$ cat src/rtl/cos_pkg.sv
`default_nettype none
// -----------------------------------------------------------------------------
// cos_pkg : widths, state encoding and 1/((2k-1)(2k)) coefficient ROM for cos_x
// Rev 1.0
// -----------------------------------------------------------------------------
package cos_pkg;

  localparam int IN_X_W    = 16;
  localparam int IN_N_W    = 8;
  localparam int OUT_W     = 16;
  localparam int IW        = 32;
  localparam int FRAC_X    = 8;
  localparam int FRAC_OUT  = 14;
  localparam int FRAC_IW   = 28;
  localparam int MAX_TERMS = 16;
  localparam int K_W       = $clog2(MAX_TERMS);
  localparam int COEF_W    = 16;

  localparam logic [IN_X_W-1:0]    X_MAX   = 16'h01FF;
  localparam logic signed [IW-1:0] ONE_IW  = 32'sh1000_0000;
  localparam logic signed [IW-1:0] TWO_IW  = 32'sh2000_0000;
  localparam logic [OUT_W-1:0]     OUT_POS = 16'h7FFF;
  localparam logic [OUT_W-1:0]     OUT_NEG = 16'h8000;

  typedef enum logic [1:0] {
    IDLE = 2'd0,
    INIT = 2'd1,
    ITER = 2'd2,
    DONE = 2'd3
  } state_e;

  // Unsigned Q0.16, round-to-nearest; entry 0 is never addressed.
  localparam logic [COEF_W-1:0] C_ROM [MAX_TERMS] = '{
    16'd0,   16'd32768, 16'd5461, 16'd2185,
    16'd1170, 16'd728,  16'd496,  16'd360,
    16'd273, 16'd214,   16'd172,  16'd142,
    16'd119, 16'd101,   16'd87,   16'd75
  };

  function automatic logic [OUT_W-1:0] sat_q214(input logic signed [IW-1:0] acc);
    logic [OUT_W-1:0] res;
    if (acc >= TWO_IW) begin
      res = OUT_POS;
    end else if (acc < -TWO_IW) begin
      res = OUT_NEG;
    end else begin
      res = acc[FRAC_IW-FRAC_OUT+OUT_W-1:FRAC_IW-FRAC_OUT];
    end
    return res;
  endfunction

endpackage
`default_nettype wire

$ cat src/rtl/cos_term_step.sv
`default_nettype none
// -----------------------------------------------------------------------------
// cos_term_step : next_term = -(term * x2) * C[k], all values Q4.28
// Rev 1.0
// -----------------------------------------------------------------------------
module cos_term_step
  import cos_pkg::*;
(
  input  logic [IW-1:0]  term_i,
  input  logic [IW-1:0]  x2_i,
  input  logic [K_W-1:0] k_i,
  output logic [IW-1:0]  next_term_o
);

  localparam int P1_W = 2 * IW;
  localparam int P2_W = IW + COEF_W + 1;

  logic signed [P1_W-1:0] w_term_ext;
  logic signed [P1_W-1:0] w_x2_ext;
  logic signed [P1_W-1:0] w_prod_tx;
  logic signed [P2_W-1:0] w_tx_ext;
  logic signed [P2_W-1:0] w_coef_ext;
  logic signed [P2_W-1:0] w_prod_c;
  logic signed [IW-1:0]   w_tx;
  logic signed [IW-1:0]   w_tc;

  logic [P1_W-IW-FRAC_IW-1:0]  w_unused_tx_hi;
  logic [FRAC_IW-1:0]          w_unused_tx_lo;
  logic [P2_W-IW-COEF_W-1:0]   w_unused_c_hi;
  logic [COEF_W-1:0]           w_unused_c_lo;

  assign w_term_ext = {{(P1_W-IW){term_i[IW-1]}}, term_i};
  assign w_x2_ext   = {{(P1_W-IW){x2_i[IW-1]}}, x2_i};
  assign w_prod_tx  = w_term_ext * w_x2_ext;

  // Dropping the low fraction bits of a two's-complement product is an
  // arithmetic shift with truncation toward minus infinity.
  assign {w_unused_tx_hi, w_tx, w_unused_tx_lo} = w_prod_tx;

  assign w_tx_ext   = {{(P2_W-IW){w_tx[IW-1]}}, w_tx};
  assign w_coef_ext = {{(P2_W-COEF_W){1'b0}}, C_ROM[k_i]};
  assign w_prod_c   = w_tx_ext * w_coef_ext;

  assign {w_unused_c_hi, w_tc, w_unused_c_lo} = w_prod_c;

  assign next_term_o = -w_tc;

endmodule
`default_nettype wire

$ cat src/rtl/cos_x.sv
`default_nettype none
// -----------------------------------------------------------------------------
// cos_x : sequential Maclaurin-series cosine, one term per clock, start/done
// Rev 1.0
// -----------------------------------------------------------------------------
module cos_x
  import cos_pkg::*;
(
  input  logic              clk,
  input  logic              rst,
  input  logic              start,
  input  logic [IN_X_W-1:0] inX,
  input  logic [IN_N_W-1:0] inY,
  output logic [OUT_W-1:0]  out,
  output logic              done
);

  localparam int X2_SHIFT = FRAC_IW - 2 * FRAC_X;

  state_e            state_q;
  logic [IN_X_W-1:0] x_q;
  logic [K_W-1:0]    n_last_q;
  logic [K_W-1:0]    k_q;
  logic [IW-1:0]     x2_q;
  logic [IW-1:0]     term_q;
  logic [IW-1:0]     acc_q;
  logic [OUT_W-1:0]  out_q;
  logic              done_q;

  logic [IN_X_W-1:0] x_d;
  logic [K_W-1:0]    n_last_d;
  logic [IW-1:0]     w_x_ext;
  logic [IW-1:0]     x2_d;
  logic [IW-1:0]     term_d;
  logic [IW-1:0]     acc_d;

  // The run length is held as N_eff-1 so it compares directly against k.
  always_comb begin
    x_d = (inX > X_MAX) ? X_MAX : inX;
    if (inY == '0) begin
      n_last_d = '0;
    end else if (inY >= IN_N_W'(MAX_TERMS)) begin
      n_last_d = K_W'(MAX_TERMS - 1);
    end else begin
      n_last_d = K_W'(inY - 1'b1);
    end
  end

  assign w_x_ext = {{(IW-IN_X_W){1'b0}}, x_q};
  assign x2_d    = (w_x_ext * w_x_ext) << X2_SHIFT;
  assign acc_d   = acc_q + term_d;

  cos_term_step u_step (
    .term_i      (term_q),
    .x2_i        (x2_q),
    .k_i         (k_q),
    .next_term_o (term_d)
  );

  always_ff @(posedge clk or negedge rst) begin
    if (!rst) begin
      state_q  <= IDLE;
      x_q      <= '0;
      n_last_q <= '0;
      k_q      <= '0;
      x2_q     <= '0;
      term_q   <= '0;
      acc_q    <= '0;
      out_q    <= '0;
      done_q   <= 1'b0;
    end else begin
      case (state_q)
        IDLE: begin
          done_q <= 1'b0;
          if (start) begin
            x_q      <= x_d;
            n_last_q <= n_last_d;
            state_q  <= INIT;
          end
        end
        INIT: begin
          x2_q   <= x2_d;
          term_q <= ONE_IW;
          acc_q  <= ONE_IW;
          k_q    <= K_W'(1);
          if (n_last_q == '0) begin
            out_q   <= sat_q214(ONE_IW);
            done_q  <= 1'b1;
            state_q <= DONE;
          end else begin
            state_q <= ITER;
          end
        end
        ITER: begin
          term_q <= term_d;
          acc_q  <= acc_d;
          k_q    <= k_q + 1'b1;
          if (k_q == n_last_q) begin
            out_q   <= sat_q214(acc_d);
            done_q  <= 1'b1;
            state_q <= DONE;
          end
        end
        DONE: begin
          done_q  <= 1'b0;
          state_q <= IDLE;
        end
        default: begin
          state_q <= IDLE;
        end
      endcase
    end
  end

  assign out  = out_q;
  assign done = done_q;

endmodule
`default_nettype wire

$ cat config.mk
export PLATFORM = sky130hd
export DESIGN_NAME = cos_x
export DESIGN_NICKNAME = d
export VERILOG_FILES = /design/src/rtl/cos_pkg.sv /design/src/rtl/cos_term_step.sv /design/src/rtl/cos_x.sv
export SDC_FILE = /design/constraint.sdc
export NUM_CORES = 2
export LEC_CHECK = 0
export ABC_CLOCK_PERIOD_IN_PS = 33500
export BUFFER_PORTS_ARGS = -buffer_cell sky130_fd_sc_hd__buf_2
export CAP_MARGIN = 20
export CORE_UTILIZATION = 65
export DETAILED_ROUTE_END_ITERATION = 12
export PLACE_DENSITY_LB_ADDON = 0.15
export SYNTH_ARGS = -nofsm -noshare
export SYNTH_HDL_FRONTEND = slang
export SYNTH_SLANG_ARGS = --single-unit
export TNS_END_PERCENT = 5
$ cat constraint.sdc
create_clock -name clk -period 33.5 [get_ports clk]
set_input_delay 0 -clock clk [delete_from_list [all_inputs] [get_ports clk]]
set_output_delay 0 -clock clk [all_outputs]
set_load 0.01 [all_outputs]
==> Word-level counts from Yosys, hierarchy flattened <==
Memory sizes are Yosys's and may differ from the RTL's.
Cells that the tools add are included.
{ "word_totals": {"mem_count": 1, "inputBits": 27, "output_inout_bits": 17, "reg_bits": 127, "elab_cells": 59, "romBits": 256} }
{ "mem_list": {"columns": ["memory", "depth", "word_bits", "rd", "rd_clocked_by_memory_dff", "write_ports", "line", "source"], "rows": [
  ["(no name shown)", 16, 16, 1, 0, 0, "cos_term_step.sv:41", "assign w_coef_ext = {{(P2_W-COEF_W){1'b0}}, C_ROM[k_i]};"]
]} }
{ "op_classes": {"n_bitwise": 1, "n_addsub": 4, "n_mul": 3, "muxes": 20, "order_cmp": 5, "n_reduce_logical": 9, "eq_ne": 7} }
{ "op_table": {"columns": ["op", "n"], "rows": [
  ["$pmux W32 S2", 2],
  ["$mux W16", 7],
  ["$mul A32 B17 Y48", 1],
  ["$mul A32 B20 Y48", 1],
  ["$add A32 B32 Y32", 1],
  ["$ge A32 B31 Y1 const B", 1],
  ["$lt A32 B30 Y1 const B", 1],
  ["$neg A32 Y32", 1],
  ["$pmux W16 S2", 1],
  ["$mul A16 B16 Y20", 1],
  ["$gt A16 B9 Y1 const B", 1],
  ["$ge A8 B5 Y1 const B", 1],
  ["$logic_not A8 Y1", 1],
  ["$mux W4", 2],
  ["$pmux W2 S4", 1],
  ["$pmux W4 S2", 1],
  ["$ne A2 B2 Y1 const B", 3],
  ["$reduce_and A2 Y1", 3],
  ["$ge A5 B5 Y1 const B", 1],
  ["$not A4 Y5", 1],
  ["$add A4 B1 Y4 const B", 1],
  ["$eq A2 B2 Y1 const B", 2],
  ["$eq A4 B4 Y1", 1],
  ["$logic_not A4 Y1", 1],
  ["9 further kinds", 12]
]} }

==> Longest topological paths before layout <==
{ "depth": {"depth_word": 12, "mapped_depth": 70, "mapped_depth_nobuf": 64} }

==> Hierarchy <==
A second synthesis with hierarchy kept.
{ "hier_totals": {"hier_cells": 6754, "area_unflattened_um2": 61920.6} }
{ "modules_own_cells": {"columns": ["module", "area_per_inst_um2", "cells_per_inst", "instances"], "rows": [
  ["cos_term_step", 50490.9, 5537, 1],
  ["cos_x", 11429.7, 1217, 1]
]} }

==> Least setup slack after synthesis <==
No wires, ideal clock.
{ "synth_timing": {"kind": "register to register", "startpoint": "reg x2_q[14]", "endpoint": "reg out_q[10], in the netlist out[10]", "path_stages_with_launch": 66, "arrival_time_ps": 16289, "path_buffers": 5, "setup_slack_ps": 17145, "setup_time_ps": 66, "path_cell_list": "dfrtp_1 > clkbuf_1 > inv_1 > buf_1 > nor2_1 > fa_1 > fa_1 > inv_1 > fa_1 > inv_1 > fa_1 > fa_1 > fa_1 > ha_1 > ha_1 > a2111oi_0 > o21ai_0 > a221oi_1 > (+30 left out) > nor3b_1 > nand2_1 > xnor2_1 > ha_1 > a21oi_1 > nor2_1 > or2_2 > a221o_1 > a31oi_1 > o21bai_1 > o21ba_2 > a221oi_1 > o31ai_1 > xnor2_1 > xnor3_2 > nor4_2 > buf_6 > a221o_1"} }
{ "synth_between": {"elab_chain_len": 9, "elab_cells_between_ends": 10, "classes_between": "add/sub (2); mul (2); order compare (2); mux (4)"} }
{ "synth_lines": {"columns": ["item", "line", "source"], "rows": [
  ["start: declaration", "cos_x.sv:24", "logic [IW-1:0] x2_q;"],
  ["start signal: assignment", "cos_x.sv:66", "x2_q <= '0;"],
  ["start signal: assignment", "cos_x.sv:82", "x2_q <= x2_d;"],
  ["$mul A32 B20 Y48 *", "cos_term_step.sv:34", "assign w_prod_tx = w_term_ext * w_x2_ext;"],
  ["$mul A32 B17 Y48 *", "cos_term_step.sv:42", "assign w_prod_c = w_tx_ext * w_coef_ext;"],
  ["$neg A32 Y32 *", "cos_term_step.sv:46", "assign next_term_o = -w_tc;"],
  ["$add A32 B32 Y32 *", "cos_x.sv:51", "assign acc_d = acc_q + term_d;"],
  ["$lt A32 B30 Y1", "cos_pkg.sv:44", "end else if (acc < -TWO_IW) begin"],
  ["$mux W16", "cos_pkg.sv:44", null],
  ["$mux W16 *", "cos_pkg.sv:42", "if (acc >= TWO_IW) begin"],
  ["$mux W16 *", "cos_x.sv:98", "if (k_q == n_last_q) begin"],
  ["$pmux W16 S2 *", "cos_x.sv:72", "case (state_q)"],
  ["end signal: assignment", "cos_x.sv:87", "out_q <= sat_q214(ONE_IW);"],
  ["end signal: assignment", "cos_x.sv:99", "out_q <= sat_q214(acc_d);"],
  ["end: declaration", "cos_x.sv:27", "logic [OUT_W-1:0] out_q;"]
]} }
Every way passes the cells marked *; elsewhere a longest branch is shown, timed or not. The select of a mux whose other input is x is not followed.
A chain may end at the register's enable or synchronous reset.

==> Worst setup path in the final report <==
{ "layout_timing": {"startpoint": "reg term_q[13]", "endpoint": "reg out_q[1], in the netlist out[1]"} }
{ "layout_between": {"elab_chain_len": 9, "elab_cells_between_ends": 10, "classes_between": "add/sub (2); mul (2); order compare (2); mux (4)"} }
{ "layout_lines": {"columns": ["item", "line", "source"], "rows": [
  ["start: declaration", "cos_x.sv:25", "logic [IW-1:0] term_q;"],
  ["start signal: assignment", "cos_x.sv:95", "term_q <= term_d;"],
  ["$mul A32 B20 Y48 *", "cos_term_step.sv:34", null],
  ["$mul A32 B17 Y48 *", "cos_term_step.sv:42", null],
  ["$neg A32 Y32 *", "cos_term_step.sv:46", null],
  ["$add A32 B32 Y32 *", "cos_x.sv:51", null],
  ["$lt A32 B30 Y1", "cos_pkg.sv:44", null],
  ["$mux W16", "cos_pkg.sv:44", null],
  ["$mux W16 *", "cos_pkg.sv:42", null],
  ["$mux W16 *", "cos_x.sv:98", null],
  ["$pmux W16 S2 *", "cos_x.sv:72", null]
]} }
Marks and branches as above.

==> flow_metrics.tcl <==
set metrics [dict create \
    status "complete, no violations" \
    via_count 35753 \
    finalWirelength_mm 122.9 \
    core-area_mm2 0.07198 \
    drcViolationCount 0 \
    yosysSeqAreaShare_pct 6.619 \
    drt_iter0_drc 2827 \
    reg2reg_depth 60 \
    htreeDepth 4 \
    track_usage_pct 35.16 \
    syn_inst 5347 \
    layout.cells.non_filler 6225 \
    dp.cells 6175 \
    die_y_um 272.7 \
    grt_max_degree 85 \
    wire_per_inst_um 19.74 \
    layout_setup_ws_ns 14.32 \
    cts_resized 0 \
    clk_pin_slew_ns 0.07 \
    fp.dieW_um 272.7 \
    setup_viol 0 \
    grt_pass1_wl_mm 202.3 \
    slew_headroom_pct 21.38 \
    required_ns 33.90 \
    avgSynthCellArea_um2 8.909 \
    gp_congestion 0.9426 \
    die_area_mm2 0.07437 \
    critPathBufInv 10 \
    clk_latency_ns 0.47 \
    async_flop_share_pct 100.0 \
    cts-root-buf "clkbuf_16" \
    pre_cts_slack_ns 14.42 \
    fin_crit_sh_pct 57.25 \
    port-buffer-count 43 \
    worstSetupEndpointType "register" \
    worst_pin_slew_ns 1.171 \
    holdPathStages 4 \
    fp-row-count 98 \
    layout.nets 6752 \
    r2r_slack_ns 14.32 \
    startpoint_type "register" \
    syn-cell-area_mm2 0.04764 \
    maxCapViolations 0 \
    holdPathEnd "n_last_q[1]" \
    crit_path_frequent_cell "fa_1" \
    cts_buffer_depth 2 \
    areaGrowthSynthToFinish_pct 3.845 \
    place_hpwl_mm 99.80 \
    tns_ns 0 \
    firstDrtPassIters 8 \
    grt_pass1_vias 38197 \
    max_stage_delay_ns 1.06 \
    overflow 0 \
    reg2reg_to "out[1]" \
    viasPerCell 5.743 \
    utilization_pct 68.73 \
    cts_setup_buffers 0 \
    hold_buffers 16 \
    synth_edf_count 0 \
    drtAntennaViolNets 0 \
    timing.rr.start "term_q[13]" \
    slew_viol_final 0 \
    critical-path-slowest-cell "dfrtp_1" \
    worstSetupPathType "reg -> reg" \
    fin_worst_skew_ns 0.02136 \
    clock-sinks 126 \
    cp_max_fo 19 \
    grt_setup_unrepaired "no" \
    grt_antenna_before_repair 0 \
    cts_buffers 17 \
    cp.arrival_ns 19.58 \
    yosysWarnings 0 \
    crit_family "adder cells" \
    min_period_ns 19.18 \
    ys.flop_type "dfrtp_1" \
    io_pins 44 \
    drive_gt1_share_pct 4.001 \
    initial_core_util_pct 66.18 \
    min_from "inY[2]" \
    tritoncts "built" \
    synth.distinct_cells 79 \
    synth-seq-cells 126 \
    finalHoldViolCount 0 \
    fmax_mhz 52.14 \
    hold_path_class "in -> reg" \
]
==> logic make-up after synthesis <==
family / after synthesis / synth area share [%]
compound gates: 474 / 6.553
buf+inv: 1523 / 12.06
simple gates: 1539 / 14.94
other cells: 1 / 0.007872
mux: 25 / 0.5726
fa+ha+maj: 1464 / 55.60
flops: 126 / 6.619
xor+xnor: 195 / 3.648
==> cells in the final DEF (no fill, tap or decap), drive strengths merged, types with 11 or more instances in the layout <==
cell type | netlist | routed
and3 | 12 | 12
fa | 1088 | 1088
dlygate4sd3 | 0 | 16
a211oi | 18 | 18
a221o | 17 | 17
nand3 | 67 | 67
a31o | 11 | 11
clkbuf | 217 | 17
mux2 | 18 | 18
o21bai | 25 | 25
and2 | 293 | 293
ha | 376 | 376
xnor2 | 135 | 135
a21oi | 127 | 127
xor2 | 58 | 58
nor3 | 39 | 39
o21ai | 110 | 110
dfrtp | 126 | 126
a21o | 51 | 51
o21a | 16 | 16
nand4 | 14 | 14
nor2b | 54 | 54
a31oi | 12 | 12
nand2b | 24 | 24
buf | 20 | 115
inv | 1284 | 1295
o22ai | 17 | 17
or3 | 12 | 12
nor2 | 313 | 313
nand2 | 667 | 667
==> Yosys cell counts (all sizes together), types with 7 or more instances <==
master / n / share of area [%]
xor2: 58 / 1.1
a21o: 51 / 0.80
o21ai: 110 / 1.2
dfrtp: 126 / 6.6
nand2b: 24 / 0.32
clkbuf: 217 / 1.7
ha: 376 / 9.9
or3: 12 / 0.16
a211oi: 18 / 0.30
xnor2: 135 / 2.5
nor2: 313 / 2.5
and3: 12 / 0.16
and2: 293 / 3.8
fa: 1088 / 46
a221o: 17 / 0.36
inv: 1284 / 10
nand4: 14 / 0.18
nand2: 667 / 5.3
o21a: 16 / 0.25
a31oi: 12 / 0.16
nand3: 67 / 0.70
o21bai: 25 / 0.39
mux2: 18 / 0.43
o22ai: 17 / 0.25
buf: 20 / 0.21
or2: 10 / 0.14
nor2b: 54 / 0.71
o211ai: 10 / 0.16
a21oi: 127 / 1.4
nor3: 39 / 0.43
a31o: 11 / 0.20
mux2i: 7 / 0.15
nor4: 9 / 0.14
nor3b: 9 / 0.14
==> per-layer routing <==
metal	GRT usage, %	vias to the layer above	wire, um
li1	-	15706	-
met1	47.56	18132	48500
met2	58.22	1594	59550
met3	4.437	321	9560
met4	13.62	0	5273
met5	0	-	0
==> sequential cells by signal (all words and copies together), names as in the netlist <==
register and cells:
out 16, done 1, state_q 2, acc_q 32, x_q 16, k_q 4
n_last_q 4, x2_q 19, term_q 32
==> worst register-to-register path, delay by kind of cell, from the launching register on <==
kind / cells / cell delay [ns]
flip-flops: 1 / 1.06
AO/OA/AOI/OAI: 17 / 4.62
XOR/XNOR: 5 / 1.95
buffers and inverters: 10 / 0.99
adder cells (fa/ha/maj): 17 / 7.47
AND/OR/NAND/NOR: 11 / 3.01
==> through the flow <==
stage	area [um2]	hold WS, ns
after global routing	49470	0.04810
final	49470	0.02255
after detailed placement	48710	0.1314
after global placement	48710	0.1286
after CTS	49460	0.002363
after floorplan	47640	-0.2956
==> how the worst max path moves through the flow <==
stage | from | depth (start not counted) | endpoint | slack, ns
2_1_floorplan | x2_q[14] | 65 | out[10] | 17.14
3_3_place_gp | term_q[13] | 59 | out[4] | 14.49
3_5_place_dp | term_q[13] | 59 | out[11] | 14.42
4_1_cts | term_q[13] | 59 | out[1] | 14.29
5_1_grt | x2_q[14] | 63 | out[7] | 13.38
6_report | term_q[13] | 60 | out[1] | 14.32
==> layout make-up <==
| class | instances | area (um2) |
|---|---|---|
| flip-flops and latches | 126 | 3153 |
| inverters | 1286 | 4827 |
| diodes | 1 | 2.502 |
| well taps | 950 | 1189 |
| multi-input cells | 3699 | 38780 |
| clock buffers | 17 | 425.4 |
| clock inverters | 15 | 166.4 |
| fillers | 5807 | 22510 |
| repair buffers | 131 | 922.1 |
Power is not shown: default switching activity piles up to over one toggle a cycle in this logic, so the estimate is an artifact.
